--- src/rtl/universal_shift_reg.sv ---
// ---------------------------------------------------------------------------
// universal_shift_reg
//
// Purpose:
//   Parametrised universal register that can hold, shift right, shift left
//   or parallel-load. One block covers PIPO, SIPO, SISO and PISO use.
//   A shared shift counter tracks shifts since the last load, reset or word
//   boundary. A one-cycle word_done pulse is raised after every WIDTH-th
//   shift, so a serial link can frame deserialised words.
//
// Parameters:
//   WIDTH      register width in bits, must be at least 2
//   CW         derived width of shift_cnt, $clog2(WIDTH+1); not overridable
//
// Ports:
//   clk        rising-edge clock, single clock domain
//   rst_n      synchronous active-low reset; wins over en and mode
//   en         clock enable; 0 freezes pout and shift_cnt
//   mode       00 hold, 01 shift right, 10 shift left, 11 parallel load
//   pin        parallel data, taken when mode = 11
//   sin_r      serial input for right shifts, enters at the MSB
//   sin_l      serial input for left shifts, enters at the LSB
//   rot        (only with USR_ROTATE_EN) 1 = rotate instead of shifting in
//   pout       registered parallel output
//   sout_r     pout[0], serial output for right shifts
//   sout_l     pout[WIDTH-1], serial output for left shifts
//   shift_cnt  shifts since the last load, reset or word boundary
//   word_done  registered one-cycle pulse after the WIDTH-th shift
//
// Configuration:
//   USR_ROTATE_EN  when defined, adds the rot input. With rot=1, shifts
//                  recirculate the bit that falls off the end. The serial
//                  inputs are then ignored. Counting is unchanged.
// ---------------------------------------------------------------------------
module universal_shift_reg #(
    parameter  int WIDTH = 8,
    localparam int CW    = $clog2(WIDTH + 1)
) (
    input  logic             clk,
    input  logic             rst_n,
    input  logic             en,
    input  logic [1:0]       mode,
    input  logic [WIDTH-1:0] pin,
    input  logic             sin_r,
    input  logic             sin_l,
`ifdef USR_ROTATE_EN
    input  logic             rot,
`endif
    output logic [WIDTH-1:0] pout,
    output logic             sout_r,
    output logic             sout_l,
    output logic [CW-1:0]    shift_cnt,
    output logic             word_done
);

    typedef enum logic [1:0] {
        MODE_HOLD  = 2'b00,
        MODE_RIGHT = 2'b01,
        MODE_LEFT  = 2'b10,
        MODE_LOAD  = 2'b11
    } mode_e;

    logic [WIDTH-1:0] r_pout;
    logic [CW-1:0]    r_shiftCnt;
    logic             r_wordDone;

    logic             w_rightIn;
    logic             w_leftIn;
    logic [WIDTH-1:0] w_shiftRight;
    logic [WIDTH-1:0] w_shiftLeft;
    logic             w_lastShift;
    mode_e            w_mode;

    assign w_mode = mode_e'(mode);

    // Pick the bit that enters the register on a shift. When rotation is
    // built in and requested, the bit leaving the opposite end is fed back.
    // Otherwise the matching serial input is used.
    always_comb begin
        w_rightIn = sin_r;
        w_leftIn  = sin_l;
`ifdef USR_ROTATE_EN
        if (rot) begin
            w_rightIn = r_pout[0];
            w_leftIn  = r_pout[WIDTH-1];
        end
`endif
    end

    // Candidate next values for each shift direction. A shift is flagged as
    // the last one of a word when the counter already shows WIDTH-1.
    assign w_shiftRight = {w_rightIn, r_pout[WIDTH-1:1]};
    assign w_shiftLeft  = {r_pout[WIDTH-2:0], w_leftIn};
    assign w_lastShift  = (r_shiftCnt == CW'(WIDTH - 1));

    // Main register update, in priority order: reset, then enable, then mode.
    // Both shift directions share one counter. A direction change mid-word
    // keeps the count. Hold and a low enable only pause it. When the WIDTH-th
    // shift lands, the counter wraps to zero and word_done is raised for
    // exactly one cycle, so continuous shifting frames words with no gap.
    always_ff @(posedge clk) begin
        if (!rst_n) begin
            r_pout     <= '0;
            r_shiftCnt <= '0;
            r_wordDone <= 1'b0;
        end else if (!en) begin
            r_wordDone <= 1'b0;
        end else begin
            case (w_mode)
                MODE_HOLD: begin
                    r_wordDone <= 1'b0;
                end
                MODE_RIGHT, MODE_LEFT: begin
                    r_pout <= (w_mode == MODE_RIGHT) ? w_shiftRight : w_shiftLeft;
                    if (w_lastShift) begin
                        r_shiftCnt <= '0;
                        r_wordDone <= 1'b1;
                    end else begin
                        r_shiftCnt <= r_shiftCnt + CW'(1);
                        r_wordDone <= 1'b0;
                    end
                end
                MODE_LOAD: begin
                    r_pout     <= pin;
                    r_shiftCnt <= '0;
                    r_wordDone <= 1'b0;
                end
                default: begin
                    r_wordDone <= 1'b0;
                end
            endcase
        end
    end

    // The serial outputs tap the register directly, so they follow its
    // content with no extra delay.
    assign pout      = r_pout;
    assign sout_r    = r_pout[0];
    assign sout_l    = r_pout[WIDTH-1];
    assign shift_cnt = r_shiftCnt;
    assign word_done = r_wordDone;

endmodule

--- config.mk ---
export PLATFORM = sky130hd
export DESIGN_NAME = universal_shift_reg
export DESIGN_NICKNAME = d
export VERILOG_FILES = /design/src/rtl/universal_shift_reg.sv
export SDC_FILE = /design/constraint.sdc
export NUM_CORES = 1
export LEC_CHECK = 0
export ABC_AREA = 1
export BUFFER_PORTS_ARGS = -buffer_cell sky130_fd_sc_hd__buf_2
export CORE_UTILIZATION = 46
export DETAILED_ROUTE_END_ITERATION = 8
export PLACE_DENSITY = 0.72
export SKIP_LAST_GASP = 1
export SLEW_MARGIN = 10
export SYNTH_ARGS = -nofsm -noshare
export SYNTH_HDL_FRONTEND = slang
export SYNTH_SLANG_ARGS = --single-unit
--- constraint.sdc ---
create_clock -name clk -period 1.15 [get_ports clk]
set_input_delay 0.345 -clock clk [delete_from_list [all_inputs] [get_ports clk]]
set_output_delay 0.345 -clock clk [all_outputs]
set_load 0.03 [all_outputs]
[After elaboration in Yosys (flattened, before gate mapping)]
Cells that the tools add are included.
Word-level totals
  flip-flop bits (word level): 13
  bits in latches: 0
  RAM bits: 0
  memory bits (read-only): 0
  bits of input ports: 15
  output and inout bits: 15
  logic and storage cells: 20
  memories kept: 0
Cells by class
  add/subtract/negate cells: 1
  multipliers: 0
  divide/modulo/power cells: 0
  $lt $le $gt $ge: 0
  equality and inequality tests: 4
  shift operators: 0
  muxes and demuxes: 6
  bitwise logic cells: 0
  reduce and logical (&&, ||, !) cells: 6
Operators by type and width (count)
  8-bit one-hot mux with 2 select lines: 1
  8-bit 2-to-1 mux: 1
  4-bit one-hot mux with 2 select lines: 1
  4-bit by 1-bit adder with 4-bit output (second input constant): 1
  2-bit == test (second input constant): 2
  4-bit by 3-bit == test with 1-bit output (second input constant): 1
  4-bit 2-to-1 mux: 1
  2-bit AND reduction: 2
  2-bit OR reduction: 2
  2-bit by 1-bit == test with 1-bit output (second input constant): 1
  2-bit zero test: 1
  1-bit one-hot mux with 2 select lines: 1
  2-bit nonzero test: 1
  1-bit 2-to-1 mux: 1

[Logic depth before layout (Yosys ltp)]
Gate-level depths: netlist of run 1.
  depth after elaboration: 4
  depth in mapped cells: 8
  gate-level depth less buffers: 7

[Worst setup path before layout of run 1]
No wires, ideal clock.
  kind: flip-flop to flip-flop
  from: reg r_shiftCnt[0], in the netlist shift_cnt[0]
  to: reg r_shiftCnt[0], in the netlist shift_cnt[0]
  setup time: 0.113 ns
  data arrival time: 1.149 ns
  data required time: 1.037 ns
  slack: -0.111 ns
  cell stages (with the launch flop): 7
  path buffers: 0
  period minus slack after synthesis: 1.261 ns
  path through: dfxtp_1 > ha_1 > nand2_1 > nor2_1 > nor2_1 > nor2_1 > nor2_1
Between the ends
  word-level cells in the longest chain between the ends: 3
  elaborated cells between the ends (all ways): 4
  classes of those cells: 1 x add/sub; 1 x eq/ne; 2 x mux
RTL lines
  from (decl): RTL line 64  | logic [CW-1:0] r_shiftCnt;
  from (signal assigned): RTL line 119  | r_shiftCnt <= r_shiftCnt + CW'(1);
  4-bit by 1-bit adder with 4-bit output or 4-bit by 3-bit == test with 1-bit output (tied branches): RTL line 119, 94
  4-bit 2-to-1 mux (*): RTL line 115  | if (w_lastShift) begin
  4-bit one-hot mux with 2 select lines (*): RTL line 109  | case (w_mode)
Mark *: on every way between the ends. The rest lies on a longest branch, timed or not.
A chain may end at the register's enable or synchronous reset.

[Final worst setup path of run 1]
  from: reg r_pout[0], in the netlist pout[0]
  to: out pout[0]
RTL lines
  from (decl): RTL line 63  | logic [WIDTH-1:0] r_pout;
  from (signal assigned): RTL line 114  | r_pout <= (w_mode == MODE_RIGHT) ? w_shiftRight : w_shiftLeft;
  from (signal assigned): RTL line 124  | r_pout <= pin;
  to (decl): RTL line 49  | output logic [WIDTH-1:0] pout,
No word-level cell between the ends.

==> results_dict.tcl, run 1 <==
set metrics [dict create \
    cp_max_fo 4 \
    drcViolationCount 0 \
    h-tree-depth 1 \
    die_x_um 42.37 \
    ys_ff_latch 13 \
    swShare 0.3220 \
    fin_ws_ns 0.01621 \
    drt_iter0_drc 21 \
    avgRoutedWirePerCell_um 10.24 \
    mostFrequentLayoutCell "nand2_1" \
    cpPeakStageDelay_ns 0.36 \
    tns_ns 0 \
    status "complete, no violations" \
    area_growth_pct 40.40 \
    die_h_um 42.37 \
    placed_area_um2 913.4 \
    timing_worst_slew_pin_value_ns 0.2864 \
    slew_headroom 0.8086 \
    report.final.slew_viol_count 0 \
    utilization 0.6985 \
    dieArea_um2 1795 \
    yosys_warnings 0 \
    mostFrequentLayoutCells "nand2_1, nor2_1, o21ai_0" \
    root_buffer "clkbuf_4" \
    grt_pass1_vias 672 \
    peakVddDrop_v 0.0006922 \
    initial_core_util 0.4975 \
    grt_overflow 0 \
    port_buffers 29 \
    max_freq_ghz 0.8820 \
    clockBufferDepth 2 \
    max_cap_violations 0 \
    clkSinkCount 13 \
    cell_internal_pwr_uw 737.7 \
    finalCritPeriodShare 0.9859 \
    cts_buffers 3 \
    hold_viol 0 \
    path_cells "buf_4" \
    yosys.cell_types.count 18 \
    path_delay_family "flip-flops" \
    gp_congestion 0.8093 \
    final_area_um2 1052 \
    cp.arrival_ns 0.79 \
    path_depth 1 \
    leakage_nw 0.5115 \
    path_class "reg2out" \
    pre_cts_slack_ns -0.05823 \
    clk_latency_ns 0.27 \
    antenna_found_initial 0 \
    dpl.hpwl_um 1226 \
    worst-path-buf-inv 1 \
    combPwrFrac 0.281 \
    routed_via_density 5.024 \
    num_vias 829 \
    crit_path_end_kind "primary output" \
    ff2ff_path_depth 6 \
    syn_nets 130 \
    cp_slowest_cell "dfxtp_2" \
    hold_path.class "in2reg" \
    syn_inst 114 \
    ant_nets 0 \
    power_density_nw_per_um2 1034 \
    wirelength_um 1690 \
    drive_above_1_share 0.4094 \
    ioPinCount 30 \
    grt_max_degree 16 \
    grt_usage 0.1902 \
    diodes 0 \
    period_needed_ns 1.134 \
    cts_tree "yes" \
    coreArea_um2 1506 \
    required_ns 0.81 \
    syn_area_um2 749.5 \
    finClkSkew_ns 0.002026 \
    fin_nets 166 \
    core.rowCount 14 \
    seq_power_share 0.461 \
    dr.pass1.iters 4 \
    p_sw_uw 350.3 \
    synth-seq-area-share 0.3472 \
    whs_path_depth 3 \
    setup_violations 0 \
    rsz0062_at_grt "yes" \
    clkSlewWorstSetupHoldPaths_ns 0.08 \
    start_kind "register" \
    avgSynthCellArea_um2 6.574 \
    grt_first_pass_wirelength_um 2670 \
    clock_power_share 0.258 \
]
## synth_stat cells
cell	number	area [um^2]
buf_6	1	11.26
o21ai_1	3	15.01
nand3_2	2	20.02
o21ai_2	2	17.52
a21oi_1	4	20.02
o21ai_0	16	80.08
inv_1	14	52.55
nor2_1	19	71.32
nand4_1	1	6.260
nor2_4	1	11.26
nand3_1	6	30.03
buf_4	4	30.03
dfxtp_1	13	260.3
a21oi_2	1	8.760
ha_1	1	12.51
nand2_1	22	82.58
inv_2	2	7.510
nand2_2	2	12.51
## layout make-up
type / instances / area (um^2)
clock buffer: 4 / 26.28
fill: 132 / 454.2
inverter: 16 / 60.06
multi-input combinational: 80 / 387.9
sequential: 13 / 287.8
tap: 16 / 20.02
timing repair buffer: 36 / 270.3
## worst paths after layout
check / from / end / slack [ns]
setup / recovery: pout[0]$_SDFFE_PN0P_ / pout[0] / 0.02
hold / removal: pin[7] / pout[7]$_SDFFE_PN0P_ / 0.35
setup reg to reg: shift_cnt[0]$_SDFFE_PN0P_ / shift_cnt[3]$_SDFFE_PN0P_ / 0.08
hold reg to reg: shift_cnt[1]$_SDFFE_PN0P_ / shift_cnt[1]$_SDFFE_PN0P_ / 0.52
## flip-flops by register name, summed over array words and instances, names as in the netlist
name	flops
pout	8
shift_cnt	4
word_done	1
## metrics by stage
stage               hold WS (ns)  cells  power (mW)
floorplan                 0.4558    114      0.6969
detailed placement        0.4987    159      0.7758
global placement          0.4944    159      0.7731
CTS                       0.3442    163       1.075
global route              0.3612    165       1.150
finish                    0.3475    165       1.088
## logic make-up (layout without fill, tap and decap cells)
family / after synthesis / in the layout / share of synthesized area
buf+inv: 21 / 56 / 0.1352
simple gates: 53 / 53 / 0.3122
fa+ha+maj: 1 / 1 / 0.01669
compound gates: 26 / 26 / 0.1887
flops: 13 / 13 / 0.3472
## repair_timing
item                                    CTS  global route
buffers inserted                          0             2
cloned                                    0             0
hold buffers                              0             0
pin swaps                                 0             0
endpoints found under the setup margin   14            13
gates resized for setup                  22            19
## power by group through the flow
stage	Clock [mW]	Sequential, mW	Combinational [mW]
2_1_floorplan	0	0.561	0.136
3_3_place_gp	0	0.511	0.263
3_5_place_dp	0	0.512	0.264
4_1_cts	0.285	0.504	0.286
5_1_grt	0.311	0.506	0.333
6_report	0.281	0.501	0.306
## per-layer routing
metal,up-vias,track usage,part of all wire
li1,434,-,-
met1,373,0.2279,0.45
met2,20,0.3385,0.51
met3,2,0.02586,0.034
met4,0,0.07500,0.0077
met5,-,0,0
Note: power is estimated with default switching activity, not from simulation.
==> run 2, diff against run 1 <==
==> constraint.sdc (replaced) <==
create_clock -name clk -period 1.15 [get_ports clk]
set_input_delay 0.115 -clock clk [delete_from_list [all_inputs] [get_ports clk]]
set_output_delay 0.115 -clock clk [all_outputs]
set_load 0.03 [all_outputs]
==> run 2 against run 1 <==
  * Design area decreased by 12%
  * Total power shrank 4.0%
  * Routed wire length decreased by 1.1%
  * First-iteration DRC count decreased by 19%
  * Sequential share of layout area grew 1.2 points
  * Core utilization down 8.1 points
  * Global-route usage increased by 2.5 points
  * Sequential power about the same
  * Final cell count down 2.4%
  * Critical path depth up 5
  * Critical path type is now reg2reg
==> results_dict.tcl, run 2 (synthesis gave the netlist of run 1 again) <==
set metrics [dict create \
    status "complete, no violations" \
    grt_overflow 0 \
    grt_usage 0.2152 \
    hold_viol 0 \
    path_depth 6 \
    dr.pass1.iters 4 \
    cpPeakStageDelay_ns 0.37 \
    mostFrequentLayoutCell "buf_2" \
    ant_nets 0 \
    largest_reg_flops 8 \
    required_ns 1.38 \
    max_cap_violations 0 \
    timing_worst_slew_pin_value_ns 0.3012 \
    num_vias 802 \
    max_freq_ghz 0.9200 \
    crit_path_end_kind "register" \
    clockBufferDepth 2 \
    n_fill_cell 145 \
    whs_path_depth 3 \
    clk_latency_ns 0.28 \
    slew_headroom 0.7987 \
    ff2ff_path_depth 6 \
    cp.arrival_ns 1.32 \
    drive_above_1_share 0.3310 \
    hold_path.class "in2reg" \
    grt_first_pass_wirelength_um 2904 \
    grt_max_degree 16 \
    die_x_um 42.37 \
    clkSlewWorstSetupHoldPaths_ns 0.07 \
    fin_nets 162 \
    peakVddDrop_v 0.0006275 \
    mostFrequentLayoutCells "buf_2, nand2_1, nor2_1" \
    rsz0062_at_grt "no" \
    leakage_nw 0.4754 \
    antenna_found_initial 0 \
    gp_congestion 0.7980 \
    report.final.slew_viol_count 0 \
    diodes 0 \
    cp_max_fo 6 \
    path_delay_family "simple AND/OR/NAND/NOR gates" \
    cp_slowest_cell "dfxtp_4" \
    hold_buffers 0 \
    wirelength_um 1672 \
    final_area_um2 929.6 \
    coreArea_um2 1506 \
    path_class "reg2reg" \
    finalCritPeriodShare 0.9452 \
    avgRoutedWirePerCell_um 10.39 \
    h-tree-depth 1 \
    cts_buffers 3 \
    die_h_um 42.37 \
    root_buffer "clkbuf_4" \
    area_growth_pct 24.04 \
    period_needed_ns 1.087 \
    placed_area_um2 898.4 \
    worst-path-buf-inv 0 \
    tns_ns 0 \
    power_density_nw_per_um2 1124 \
    routed_via_density 4.981 \
    setup_violations 0 \
    initial_core_util 0.4975 \
    grt_pass1_vias 702 \
    drcViolationCount 0 \
    path_cells "ha_1 -> nand2_1 -> nor2_2 -> nor2_1 -> nand3_1 -> nand2_1" \
    cts_tree "yes" \
    core.rowCount 14 \
    start_kind "register" \
    dpl.hpwl_um 1263 \
    drt_iter0_drc 17 \
    crit_top_cell "nand2_1" \
    port_buffers 29 \
    ioPinCount 30 \
    clkSinkCount 13 \
    finClkSkew_ns 0.002820 \
    dieArea_um2 1795 \
]
## run 2: final cells by class
class                   instances  area [um^2]  area share
clock buffers                   4        26.28     0.02826
multi-input cells              80        390.4      0.4199
inverters                      16        60.06     0.06460
repair buffers                 32        167.7      0.1804
flip-flops and latches         13        265.3      0.2853
well taps                      16        20.02     0.02153
## run 2: worst reg2reg max path, delay by kind of cell, from the launching register on
family / cells / cell delay (ns)
simple gates: 5 / 0.46
fa+ha+maj: 1 / 0.21
flops: 1 / 0.37
## run 2: report_power, final
group	internal, mW	switching, mW	total [mW]
Combinational	0.0892	0.172	0.262
Clock	0.135	0.148	0.283
Sequential	0.477	0.0233	0.500
## run 2: timing repair
| action | 4_1_cts | 5_1_grt |
|---|---|---|
| setup buffers | 0 | 0 |
| gates resized for setup | 0 | 2 |
| setup endpoints to repair | 0 | 1 |
## run 2: worst paths after layout
check | from | to | slack, ns
hold / removal | en | word_done$_SDFF_PP0_ | 0.11
setup reg to reg | shift_cnt[0]$_SDFFE_PN0P_ | shift_cnt[3]$_SDFFE_PN0P_ | 0.06
hold reg to reg | shift_cnt[1]$_SDFFE_PN0P_ | shift_cnt[1]$_SDFFE_PN0P_ | 0.51
setup / recovery | shift_cnt[0]$_SDFFE_PN0P_ | shift_cnt[3]$_SDFFE_PN0P_ | 0.06
## run 2: metal layers
metal / GRT usage / wire (um) / vias to the layer above / share of wire
li1: - / - / 422 / -
met1: 0.2440 / 745 / 353 / 0.45
met2: 0.3600 / 799 / 23 / 0.48
met3: 0.07759 / 97 / 4 / 0.058
met4: 0.09375 / 30 / 0 / 0.018
met5: 0 / 0 / - / 0
## run 2: metrics by stage
stage                 util  hold WS [ns]  power, mW  setup WS [ns]  cells
finish              0.6171        0.1144      1.045        0.06307    161
global route        0.6171        0.1193      1.107       0.004484    161
CTS                 0.6138        0.1052      1.059        0.07101    161
detailed placement  0.5963        0.4066     0.7728         0.1024    157
global placement    0.5963        0.3922     0.7692         0.1014    157
floorplan                -        0.2258     0.6969        0.03482    114
